$ cat config.mk
export PLATFORM = sky130hd
export DESIGN_NAME = decode_stage
export DESIGN_NICKNAME = d
export VERILOG_FILES = /design/src/rtl/decode_stage.sv
export SDC_FILE = /design/constraint.sdc
export NUM_CORES = 1
export LEC_CHECK = 0
export CORE_MARGIN = 2
export CORE_UTILIZATION = 38
export DETAILED_ROUTE_END_ITERATION = 10
export PLACE_DENSITY = 0.83
export SYNTH_ARGS = -nofsm -noshare
export SYNTH_HDL_FRONTEND = slang
export SYNTH_SLANG_ARGS = --single-unit
$ cat constraint.sdc
create_clock -name clk -period 2.4 [get_ports clk]
set_input_delay 0.24 -clock clk [delete_from_list [all_inputs] [get_ports clk]]
set_output_delay 0.24 -clock clk [all_outputs]
set_load 0.03 [all_outputs]
$ cat src/rtl/decode_stage.sv
// decode_stage: registered instruction-decode pipeline stage.
// Decodes one 16-bit instruction per cycle into the execute-stage control
// bundle, register indices and an extended immediate. The result sits in a
// single pipeline register behind a valid/ready handshake. A two-state
// machine tracks HALT, illegal opcodes are flagged, and accepted
// instructions are counted with saturation.
//
// Ports:
//   clk, rst             clock, synchronous active-high reset
//   in_valid/in_instr    fetch side request and instruction word
//   in_ready             stage can accept (combinational)
//   flush                discard the held entry (branch redirect)
//   out_valid/out_ready  execute side handshake
//   regdst..regsrc       datapath control bundle
//   halt, illegal        bundle is HALT / opcode unimplemented
//   rs, rd, imm          register fields and extended immediate
//   halted               core halted (left only by rst)
//   dec_count            saturating count of accepted instructions
module decode_stage #(
   parameter int DATA_W = 16,
   parameter int CNT_W  = 16
) (
   input  logic              clk,
   input  logic              rst,
   input  logic              in_valid,
   input  logic [15:0]       in_instr,
   output logic              in_ready,
   input  logic              flush,
   output logic              out_valid,
   input  logic              out_ready,
   output logic [1:0]        regdst,
   output logic              zext,
   output logic              regwrt,
   output logic [1:0]        bsource,
   output logic              branch,
   output logic              alujmp,
   output logic              asource,
   output logic [2:0]        aluop,
   output logic              inva,
   output logic              invb,
   output logic              memwrt,
   output logic              immsrc,
   output logic              regsrc,
   output logic              halt,
   output logic              illegal,
   output logic [2:0]        rs,
   output logic [2:0]        rd,
   output logic [DATA_W-1:0] imm,
   output logic              halted,
   output logic [CNT_W-1:0]  dec_count
);

   typedef enum logic [0:0] {
      ST_RUN    = 1'b0,
      ST_HALTED = 1'b1
   } state_t;

   localparam logic [CNT_W-1:0] CNT_ONE = CNT_W'(1);
   localparam logic [CNT_W-1:0] CNT_MAX = {CNT_W{1'b1}};

   state_t state_r, state_s;

   logic              out_valid_r;
   logic [1:0]        regdst_r, regdst_s;
   logic              zext_r, zext_s;
   logic              regwrt_r, regwrt_s;
   logic [1:0]        bsource_r, bsource_s;
   logic [2:0]        aluop_r, aluop_s;
   logic              inva_r, inva_s;
   logic              invb_r, invb_s;
   logic              memwrt_r, memwrt_s;
   logic              immsrc_r, immsrc_s;
   logic              halt_r, halt_s;
   logic              illegal_r, illegal_s;
   logic [2:0]        rs_r, rd_r;
   logic [DATA_W-1:0] imm_r, imm_s;
   logic [CNT_W-1:0]  dec_count_r;

   logic [4:0] opcode_s;
   logic [4:0] imm5_s;
   logic       halted_s;
   logic       accept_s;
   logic       consume_s;

   assign opcode_s  = in_instr[15:11];
   assign imm5_s    = in_instr[4:0];
   assign halted_s  = (state_r == ST_HALTED);
   assign consume_s = out_valid_r && out_ready;
   // A held HALT blocks intake so nothing follows it into execute.
   assign in_ready  = !rst && !halted_s && !flush && !(out_valid_r && halt_r)
                      && (!out_valid_r || out_ready);
   assign accept_s  = in_valid && in_ready;

   // Combinational opcode decode into the next control bundle.
   always_comb begin
      regdst_s  = 2'b00;
      zext_s    = 1'b0;
      regwrt_s  = 1'b0;
      bsource_s = 2'b00;
      aluop_s   = 3'b000;
      inva_s    = 1'b0;
      invb_s    = 1'b0;
      memwrt_s  = 1'b0;
      immsrc_s  = 1'b0;
      halt_s    = 1'b0;
      illegal_s = 1'b0;
      case (opcode_s)
         5'b00000: halt_s = 1'b1;
         5'b00001: halt_s = 1'b0;
         5'b01000, 5'b01001: begin
            regdst_s  = 2'b01;
            bsource_s = 2'b01;
            regwrt_s  = 1'b1;
            aluop_s   = 3'b100;
            inva_s    = opcode_s[0];   // SUBI computes imm - Rs via ~Rs
         end
         5'b01010: begin
            regdst_s  = 2'b01;
            bsource_s = 2'b01;
            regwrt_s  = 1'b1;
            zext_s    = 1'b1;
            aluop_s   = 3'b111;
         end
         5'b01011: begin
            regdst_s  = 2'b01;
            bsource_s = 2'b01;
            regwrt_s  = 1'b1;
            zext_s    = 1'b1;
            invb_s    = 1'b1;
            aluop_s   = 3'b101;
         end
         5'b10000: begin
            bsource_s = 2'b01;
            memwrt_s  = 1'b1;
            immsrc_s  = 1'b1;
            aluop_s   = 3'b100;
         end
         5'b10100, 5'b10101, 5'b10110, 5'b10111: begin
            regdst_s  = 2'b01;
            bsource_s = 2'b01;
            regwrt_s  = 1'b1;
            aluop_s   = {1'b0, opcode_s[1:0]};   // low opcode bits map to rol/sll/ror/srl
         end
         default: illegal_s = 1'b1;
      endcase
      imm_s = zext_s ? {{(DATA_W-5){1'b0}}, imm5_s}
                     : {{(DATA_W-5){imm5_s[4]}}, imm5_s};
   end

   // Halt state machine next-state logic.
   always_comb begin
      state_s = state_r;
      case (state_r)
         ST_RUN: begin
            if (consume_s && halt_r) begin
               state_s = ST_HALTED;
            end else begin
               state_s = ST_RUN;
            end
         end
         ST_HALTED: state_s = ST_HALTED;
         default:   state_s = ST_RUN;
      endcase
   end

   // Halt state register.
   always_ff @(posedge clk) begin
      if (rst) begin
         state_r <= ST_RUN;
      end else begin
         state_r <= state_s;
      end
   end

   // Pipeline register: reset > flush > accept/consume.
   always_ff @(posedge clk) begin
      if (rst) begin
         out_valid_r <= 1'b0;
         regdst_r    <= 2'b00;
         zext_r      <= 1'b0;
         regwrt_r    <= 1'b0;
         bsource_r   <= 2'b00;
         aluop_r     <= 3'b000;
         inva_r      <= 1'b0;
         invb_r      <= 1'b0;
         memwrt_r    <= 1'b0;
         immsrc_r    <= 1'b0;
         halt_r      <= 1'b0;
         illegal_r   <= 1'b0;
         rs_r        <= 3'b000;
         rd_r        <= 3'b000;
         imm_r       <= '0;
      end else if (flush && !halted_s) begin
         out_valid_r <= 1'b0;
      end else if (accept_s) begin
         out_valid_r <= 1'b1;
         regdst_r    <= regdst_s;
         zext_r      <= zext_s;
         regwrt_r    <= regwrt_s;
         bsource_r   <= bsource_s;
         aluop_r     <= aluop_s;
         inva_r      <= inva_s;
         invb_r      <= invb_s;
         memwrt_r    <= memwrt_s;
         immsrc_r    <= immsrc_s;
         halt_r      <= halt_s;
         illegal_r   <= illegal_s;
         rs_r        <= in_instr[10:8];
         rd_r        <= in_instr[7:5];
         imm_r       <= imm_s;
      end else if (consume_s) begin
         out_valid_r <= 1'b0;
      end else begin
         out_valid_r <= out_valid_r;
      end
   end

   // Saturating count of accepted instructions.
   always_ff @(posedge clk) begin
      if (rst) begin
         dec_count_r <= '0;
      end else if (accept_s && (dec_count_r != CNT_MAX)) begin
         dec_count_r <= dec_count_r + CNT_ONE;
      end else begin
         dec_count_r <= dec_count_r;
      end
   end

   assign out_valid = out_valid_r;
   assign regdst    = regdst_r;
   assign zext      = zext_r;
   assign regwrt    = regwrt_r;
   assign bsource   = bsource_r;
   assign branch    = 1'b0;
   assign alujmp    = 1'b0;
   assign asource   = 1'b0;
   assign aluop     = aluop_r;
   assign inva      = inva_r;
   assign invb      = invb_r;
   assign memwrt    = memwrt_r;
   assign immsrc    = immsrc_r;
   assign regsrc    = 1'b0;
   assign halt      = halt_r;
   assign illegal   = illegal_r;
   assign rs        = rs_r;
   assign rd        = rd_r;
   assign imm       = imm_r;
   assign halted    = halted_s;
   assign dec_count = dec_count_r;

endmodule

Yosys cells after proc, flatten, opt, wreduce, memory -nomap -nowiden --
Index checks and enable logic that the tools add are counted.
Word-level totals: register bits 54, output and inout bits 60
Cells by class: add/sub/neg operators 1, equal/unequal tests 11, mux-type cells 15, bitwise operators 2, reductions and logical operators 27
Operators by type and width (number):
- $eq 5x5->1 const B | 5
- $eq 5x4->1 const B | 4
- $add 16x1->16 const B | 1
- $mux 16 | 1
- $ne 16x16->1 const B | 1
- $mux 1 | 12
- $pmux 3 s4 | 1
- $reduce_or 11->1 | 1
- $logic_and 1x1->1 | 10
- $reduce_or 9->1 | 1
- $reduce_or 8->1 | 1
- $reduce_or 2->1 | 3
- $eq 5x1->1 const B | 1
- $logic_not 1->1 | 5
- $logic_not 5->1 | 1
- $reduce_or 4->1 | 1
- $reduce_or 3->1 | 1
- $not 1->1 | 2
- $pmux 1 s2 | 1
- $reduce_and 2->1 | 1
- $reduce_bool 2->1 | 1
- $logic_or 1x1->1 | 1

Longest topological paths before layout --
Gate-level depths: netlist of run 1.
word-level depth 7, gate-level depth with buffers 8, gate-level depth less buffers 6

Worst setup path after synthesis of run 1 --
No wires, ideal clock.
path type flip-flop to output port, from register halt_r, in the netlist halt, to output in_ready, arrival 2215 ps, setup slack -55 ps, cell stages (with the launch flop) 3, path buffers 0, cell sequence dfxtp_1 -> nand2b_1 -> a2111oi_0
On the way: cells in the longest elaborated chain, start to end 4
Ends and longest elaborated chain:
- start: declaration | RTL line 73 | logic halt_r, halt_s;
- start signal: assignment | RTL line 206 | halt_r <= halt_s;
- $logic_and 1x1->1 | RTL line 90 | assign in_ready = !rst && !halted_s && !flush && !(out_valid_r && halt_r)
- $logic_not 1->1 | RTL line 90
- $logic_and 1x1->1 | RTL line 90
- $logic_and 1x1->1 | RTL line 91 | && (!out_valid_r || out_ready);
- end: declaration | RTL line 27 | output logic in_ready,
Every way passes these cells.

Worst setup path in the final report of run 1 --
from register dec_count_r[0], in the netlist dec_count[0], to register dec_count_r[4], in the netlist dec_count[4]
On the way: cells in the longest elaborated chain, start to end 2, elaborated cells between the ends (all ways) 3, those cells by class 1 x add/sub; 1 x eq/ne; 1 x reduce/logical
Ends and longest elaborated chain:
- start: declaration | RTL line 77 | logic [CNT_W-1:0] dec_count_r;
- start signal: assignment | RTL line 223 | dec_count_r <= dec_count_r + CNT_ONE;
- start signal: assignment | RTL line 225 | dec_count_r <= dec_count_r;
- branches (longest 2 deep; another with $add 16x1->16)
Several ways; the timed one is not identified. A chain may end at the register's enable or synchronous reset.

==> results of run 1 <==
==> placed cells by master (no fill, tap or decap), types with 3 or more instances in the layout <==
cell type	Yosys	layout
clkdlybuf4s50_1	0	73
buf_4	19	6
a21oi_1	24	24
nand2_1	40	40
xnor2_1	8	8
nor2_1	25	25
clkbuf_8	0	6
xor2_1	4	4
inv_1	3	3
conb_1	1	6
dfxtp_1	41	41
nand3_1	9	9
nand4_1	6	6
==> per-stage QoR <==
step,utilization,cell area (sq um),instances
3_3_place_gp,0.5284,2681,360
5_1_grt,0.5513,2798,368
6_report,0.5513,2798,368
2_1_floorplan,-,2007,240
3_5_place_dp,0.5284,2681,360
4_1_cts,0.5513,2798,368
==> metal layers <==
metal,vias up,GRT usage
met2,70,0.2726
met5,-,0
li1,912,-
met1,874,0.1887
met4,0,0.09636
met3,13,0.03673
==> cells by family after synthesis <==
group,after synthesis
AND/OR/NAND/NOR,107
flip-flops,41
AO/OA/AOI/OAI,40
buffers and inverters,32
XOR/XNOR,12
adder cells (fa/ha/maj),1
other,1
multiplexers,1
==> power by group <==
part / switching, mW / internal, mW
Clock: 0.233 / 0.339
Sequential: 0.00995 / 0.693
Combinational: 0.112 / 0.0815
Total: 0.354 / 1.11
==> flip-flops by register name, summed over array words and instances (netlist names) <==
| register | count |
|---|---|
| illegal | 1 |
| inva | 1 |
| invb | 1 |
| aluop | 3 |
| immsrc | 1 |
| rs | 3 |
| bsource | 1 |
| halt | 1 |
| rd | 3 |
| out_valid | 1 |
| halted | 1 |
| dec_count | 16 |
| regdst | 1 |
| zext | 1 |
| imm | 6 |
==> cell type report <==
type	instances	area [sq um]	area share
Multi-Input combinational cell	167	985.9	0.3524
Sequential cell	41	820.8	0.2934
Timing Repair Buffer	79	775.7	0.2773
Tap cell	70	87.58	0.03131
Clock buffer	7	86.33	0.03086
Clock inverter	1	30.03	0.01073
Inverter	3	11.26	0.004025
==> worst paths after layout <==
kind / from / to / slack [ps]
hold reg to reg: aluop[1] / aluop[1] / 460
setup reg to reg: dec_count[0] / dec_count[4] / 370
setup / recovery: dec_count[0] / dec_count[4] / 370
hold / removal: aluop[1] / aluop[1] / 460
==> critical path: cells and delay by family (launching register included) <==
| family | cells | cell delay [ps] |
|---|---|---|
| xor gates and xnor gates | 1 | 190 |
| adders and majority gates | 1 | 280 |
| DFF | 1 | 420 |
| and+or+nand+nor | 4 | 1030 |
==> out/qor.csv, run 1 <==
metric;value;unit
fin_worst_skew;7.701;ps
synth_simple_gate_area_frac;0.2890;
final_nets;319;
critPathRequiredTime;2570;ps
drt-pass1-iter-count;4;
fin_crit;2031;ps
io_pins;81;
synth_top_area_cell;dfxtp_1;
start_kind;register;
period_share;0.8465;
wl_met1;2036;um
drive_above_1_share;0.09732;
crit_type;reg2reg;
max_freq;0.4923;GHz
synth_fa_ha_area_frac;0.006297;
muxShareOfSynthArea;0.005038;
leakage;0.9446;nW
status;finished clean;
wl;4874;um
power;1.468;mW
die_width;76.31;um
topRoutingLayerUsed;met4;
fin_setup_tns;0;ps
synth_top_family_by_area;simple AND/OR/NAND/NOR gates;
fillerInstances;467;
route.met2.wl;2347;um
ir_drop;0.2826;mV
synthCells;235;
place_hpwl;3532;um
endpoint_kind;register;
cts.sinks;41;
die_y;76.31;um
yosysUniqueCellTypes;49;
slowest_delay;620;ps
antenna_left;0;
synth_xor_area_frac;0.05290;
synth_top_area_share;0.4131;
cts_tree;done;
vias;1869;
worstHoldPathCells;2;
numPortBuffers;74;
crit_chain;ha_1 -> nand4_2 -> nor4_4 -> nor4b_2 -> xnor2_1 -> nor2_1;
setup_violations;0;
fin_hold_ws;456.3;ps
synth_seq_area_share;0.4131;
synth_top_cells_by_count;dfxtp_1 (41), nand2_1 (40), nor2_1 (25);
dieArea;5823;sq um
cts.repair.resized;0;
wl_met3;324;um
ys_seq_elements;41;
grt_pass1_wl;7755;um
synth_compound_area_frac;0.1291;
groute.usage.overall;0.1624;
dp_slack;287.1;ps
final.setup.worst_slack;368.5;ps
drc;0;
gp_congestion;0.8108;
power_density;524.6;nW/um^2
first_iter_violations;112;
antenna_found_initial;0;
synth_edf_count;0;
grt_pass1_vias;1674;
rows;26;
slew_headroom;0.6155;
ctsHtreeMaxLevel;2;
vias_per_cell;5.079;
worstPathMaxFanout;7;
syn_area;1987;sq um
critPathArrivalTime;2200;ps
worst_pin_slew;572.5;ps
area_delta_synth_final;40.81;%
slew_viol_final;0;
clock_latency;290;ps
root_buffer;clkbuf_8;
syn_avg_cell_area;8.455;sq um
initial_utilization;0.3915;
rr_worst_depth;6;
diodes;0;
post-cts-setup-buffer-count;0;
yosys-top-cells-area;dfxtp_1 (41%), nand2_1 (7.6%), buf_4 (7.2%);
clock_path_buffers;2;
cts_buffers;5;
yosys_most_used_dff;dfxtp_1;
maxCapViolCount;0;
hp-class;reg2reg;
hold_viol;0;
async_flop_share;0;
globalRouteOverflowTotal;0;
synth_most_common_cell;dfxtp_1;
grt_max_degree;42;
clk_pin_slew;80;ps
yosys_warnings;0;
cp_slowest_cell;nor4_4;
core;5075;sq um
cts_hold_buf;0;
wl_per_cell;13.24;um
rsz0062_at_grt;false;
(Power assumes the default switching activity.)
==> run 2, diff against run 1 <==
==> constraint.sdc (replaced) <==
create_clock -name clk -period 1.9 [get_ports clk]
set_input_delay 0.19 -clock clk [delete_from_list [all_inputs] [get_ports clk]]
set_output_delay 0.19 -clock clk [all_outputs]
set_load 0.03 [all_outputs]
==> out/qor.csv, run 2 (synthesis gave the netlist of run 1 again) <==
metric;value;unit;change
cts_buffers;5;;unchanged
cts_tree;done;;
cts.sinks;41;;unchanged
final_common_cell;clkdlybuf4s50_1;;
leakage;0.9799;nW;+3.7%
worstPathMaxFanout;42;;+35
fin_crit;1777;ps;
dp.cells;370;;+2.8%
clock_path_buffers;2;;unchanged
critPathArrivalTime;1590;ps;-610 ps
rows;26;;unchanged
die_y;76.31;um;unchanged
antenna_left;0;;unchanged
maxCapViolCount;0;;unchanged
fin_worst_skew;14.09;ps;+6.385 ps
area_delta_synth_final;43.32;%;
power_density;598.8;nW/um^2;+14%
clk_pin_slew;80;ps;about the same
grt_pass1_wl;7748;um;about the same
clock_latency;300;ps;about the same
placed_cell_area;2761;sq um;+3.0%
numPortBuffers;74;;unchanged
finish.utilization;0.5611;;+0.009862
gp_congestion;0.9132;;+13%
wl_per_cell;12.82;um;-3.2%
diodes;0;;unchanged
worst_hold_path.endpoint;rd[2];;
power;1.705;mW;+16%
rr_worst_depth;6;;unchanged
die_width;76.31;um;unchanged
vias;1865;;-0.21%
drt-pass1-iter-count;4;;unchanged
wl;4846;um;-0.57%
post-cts-setup-buffer-count;0;;unchanged
setup_violations;0;;unchanged
critPathRequiredTime;1710;ps;-860 ps
cts_hold_buf;0;;unchanged
worstHoldPathCells;3;;+1
r2r-start;dec_count[1];;
vias_per_cell;4.934;;-2.9%
globalRouteOverflowTotal;0;;unchanged
grt_max_degree;43;;+2.4%
final_nets;329;;+3.1%
rsz0062_at_grt;false;;
first_iter_violations;87;;-22%
hold_viol;0;;unchanged
fin_hold_ws;443.3;ps;-12.99 ps
final.setup.worst_slack;123.0;ps;-245.5 ps
cts.repair.resized;0;;unchanged
slew_viol_final;0;;unchanged
drc;0;;unchanged
place_hpwl;3596;um;+1.8%
antenna_found_initial;0;;unchanged
endpoint_kind;output port;;
start_kind;input port;;
max_freq;0.5628;GHz;
dp_slack;-87.88;ps;-375.0 ps
io_pins;81;;unchanged
r2r_slack;190;ps;-180 ps
ir_drop;0.2871;mV;+1.6%
hp-class;in2reg;;
root_buffer;clkbuf_8;;
groute.usage.overall;0.1640;;+0.001627
ctsHtreeMaxLevel;2;;unchanged
core;5075;sq um;unchanged
crit_type;in2out;;
fin_cells;378;;+2.7%
period_share;0.9352;;
dieArea;5823;sq um;unchanged
status;finished clean;;
fin_setup_tns;0;ps;unchanged
rr_endpoint;dec_count[2];;
layout_common_cells;clkdlybuf4s50_1 (73), dfxtp_1 (41), nand2_1 (40), nor2_1 (25), a21oi_1 (24);;
fillerInstances;486;;+4.1%
final_cell_area;2848;sq um;+1.8%
grt_pass1_vias;1663;;-0.66%
min_from;in_instr[7];;
initial_utilization;0.3915;;unchanged
largest_reg_flops;16;;unchanged
drive_above_1_share;0.1331;;+0.03580
-- run 2: cell count changes in the layout (fill, tap and decap cells not counted), sizes merged --
| cell | before | now |
|---|---|---|
| buf | 6 | 16 |
| clkbuf | 7 | 5 |
| clkinv | 0 | 2 |
| bufinv | 1 | 0 |
| clkinvlp | 0 | 1 |
-- run 2: area by class of cell --
| type | count | area, sq um | share of cell area |
|---|---|---|---|
| Multi-Input combinational cell | 167 | 991.0 | 0.3480 |
| Timing Repair Buffer | 89 | 850.8 | 0.2988 |
| Sequential cell | 41 | 820.8 | 0.2882 |
| Tap cell | 70 | 87.58 | 0.03076 |
| Clock buffer | 5 | 68.82 | 0.02417 |
| Clock inverter | 3 | 17.52 | 0.006151 |
| Inverter | 3 | 11.26 | 0.003954 |
-- run 2: how the worst max path moves through the flow --
| stage | startpoint | end | slack, ps | cells after the start |
|---|---|---|---|---|
| after floorplan | dec_count[0] | dec_count[2] | 50 | 5 |
| final | rst | in_ready | 120 | 4 |
| after global routing | dec_count[1] | dec_count[0] | 10 | 7 |
| after detailed placement | rst | dec_count[3] | -90 | 7 |
| after global placement | rst | dec_count[3] | -10 | 7 |
| after CTS | rst | in_ready | 130 | 4 |
-- run 2: power by group --
group | internal, mW | leakage, nW | total (mW) | switching [mW]
Combinational | 0.112 | 0.604 | 0.256 | 0.144
Sequential | 0.875 | 0.332 | 0.886 | 0.0113
Clock | 0.254 | 0.0439 | 0.563 | 0.309
Total | 1.24 | 0.980 | 1.71 | 0.465
-- run 2: metal layers --
metal  track usage  vias to the layer above  wire [um]
met5             0                        -          0
met3       0.03436                        9        281
met2        0.2761                       63       2331
li1              -                      928          -
met4       0.07818                        0         92
met1        0.1994                      865       2141
-- run 2: worst max-delay path: stages --
cell	delay (ps)
clkdlybuf4s50_1	460
buf_4	290
a2111oi_2	390
buf_4	230
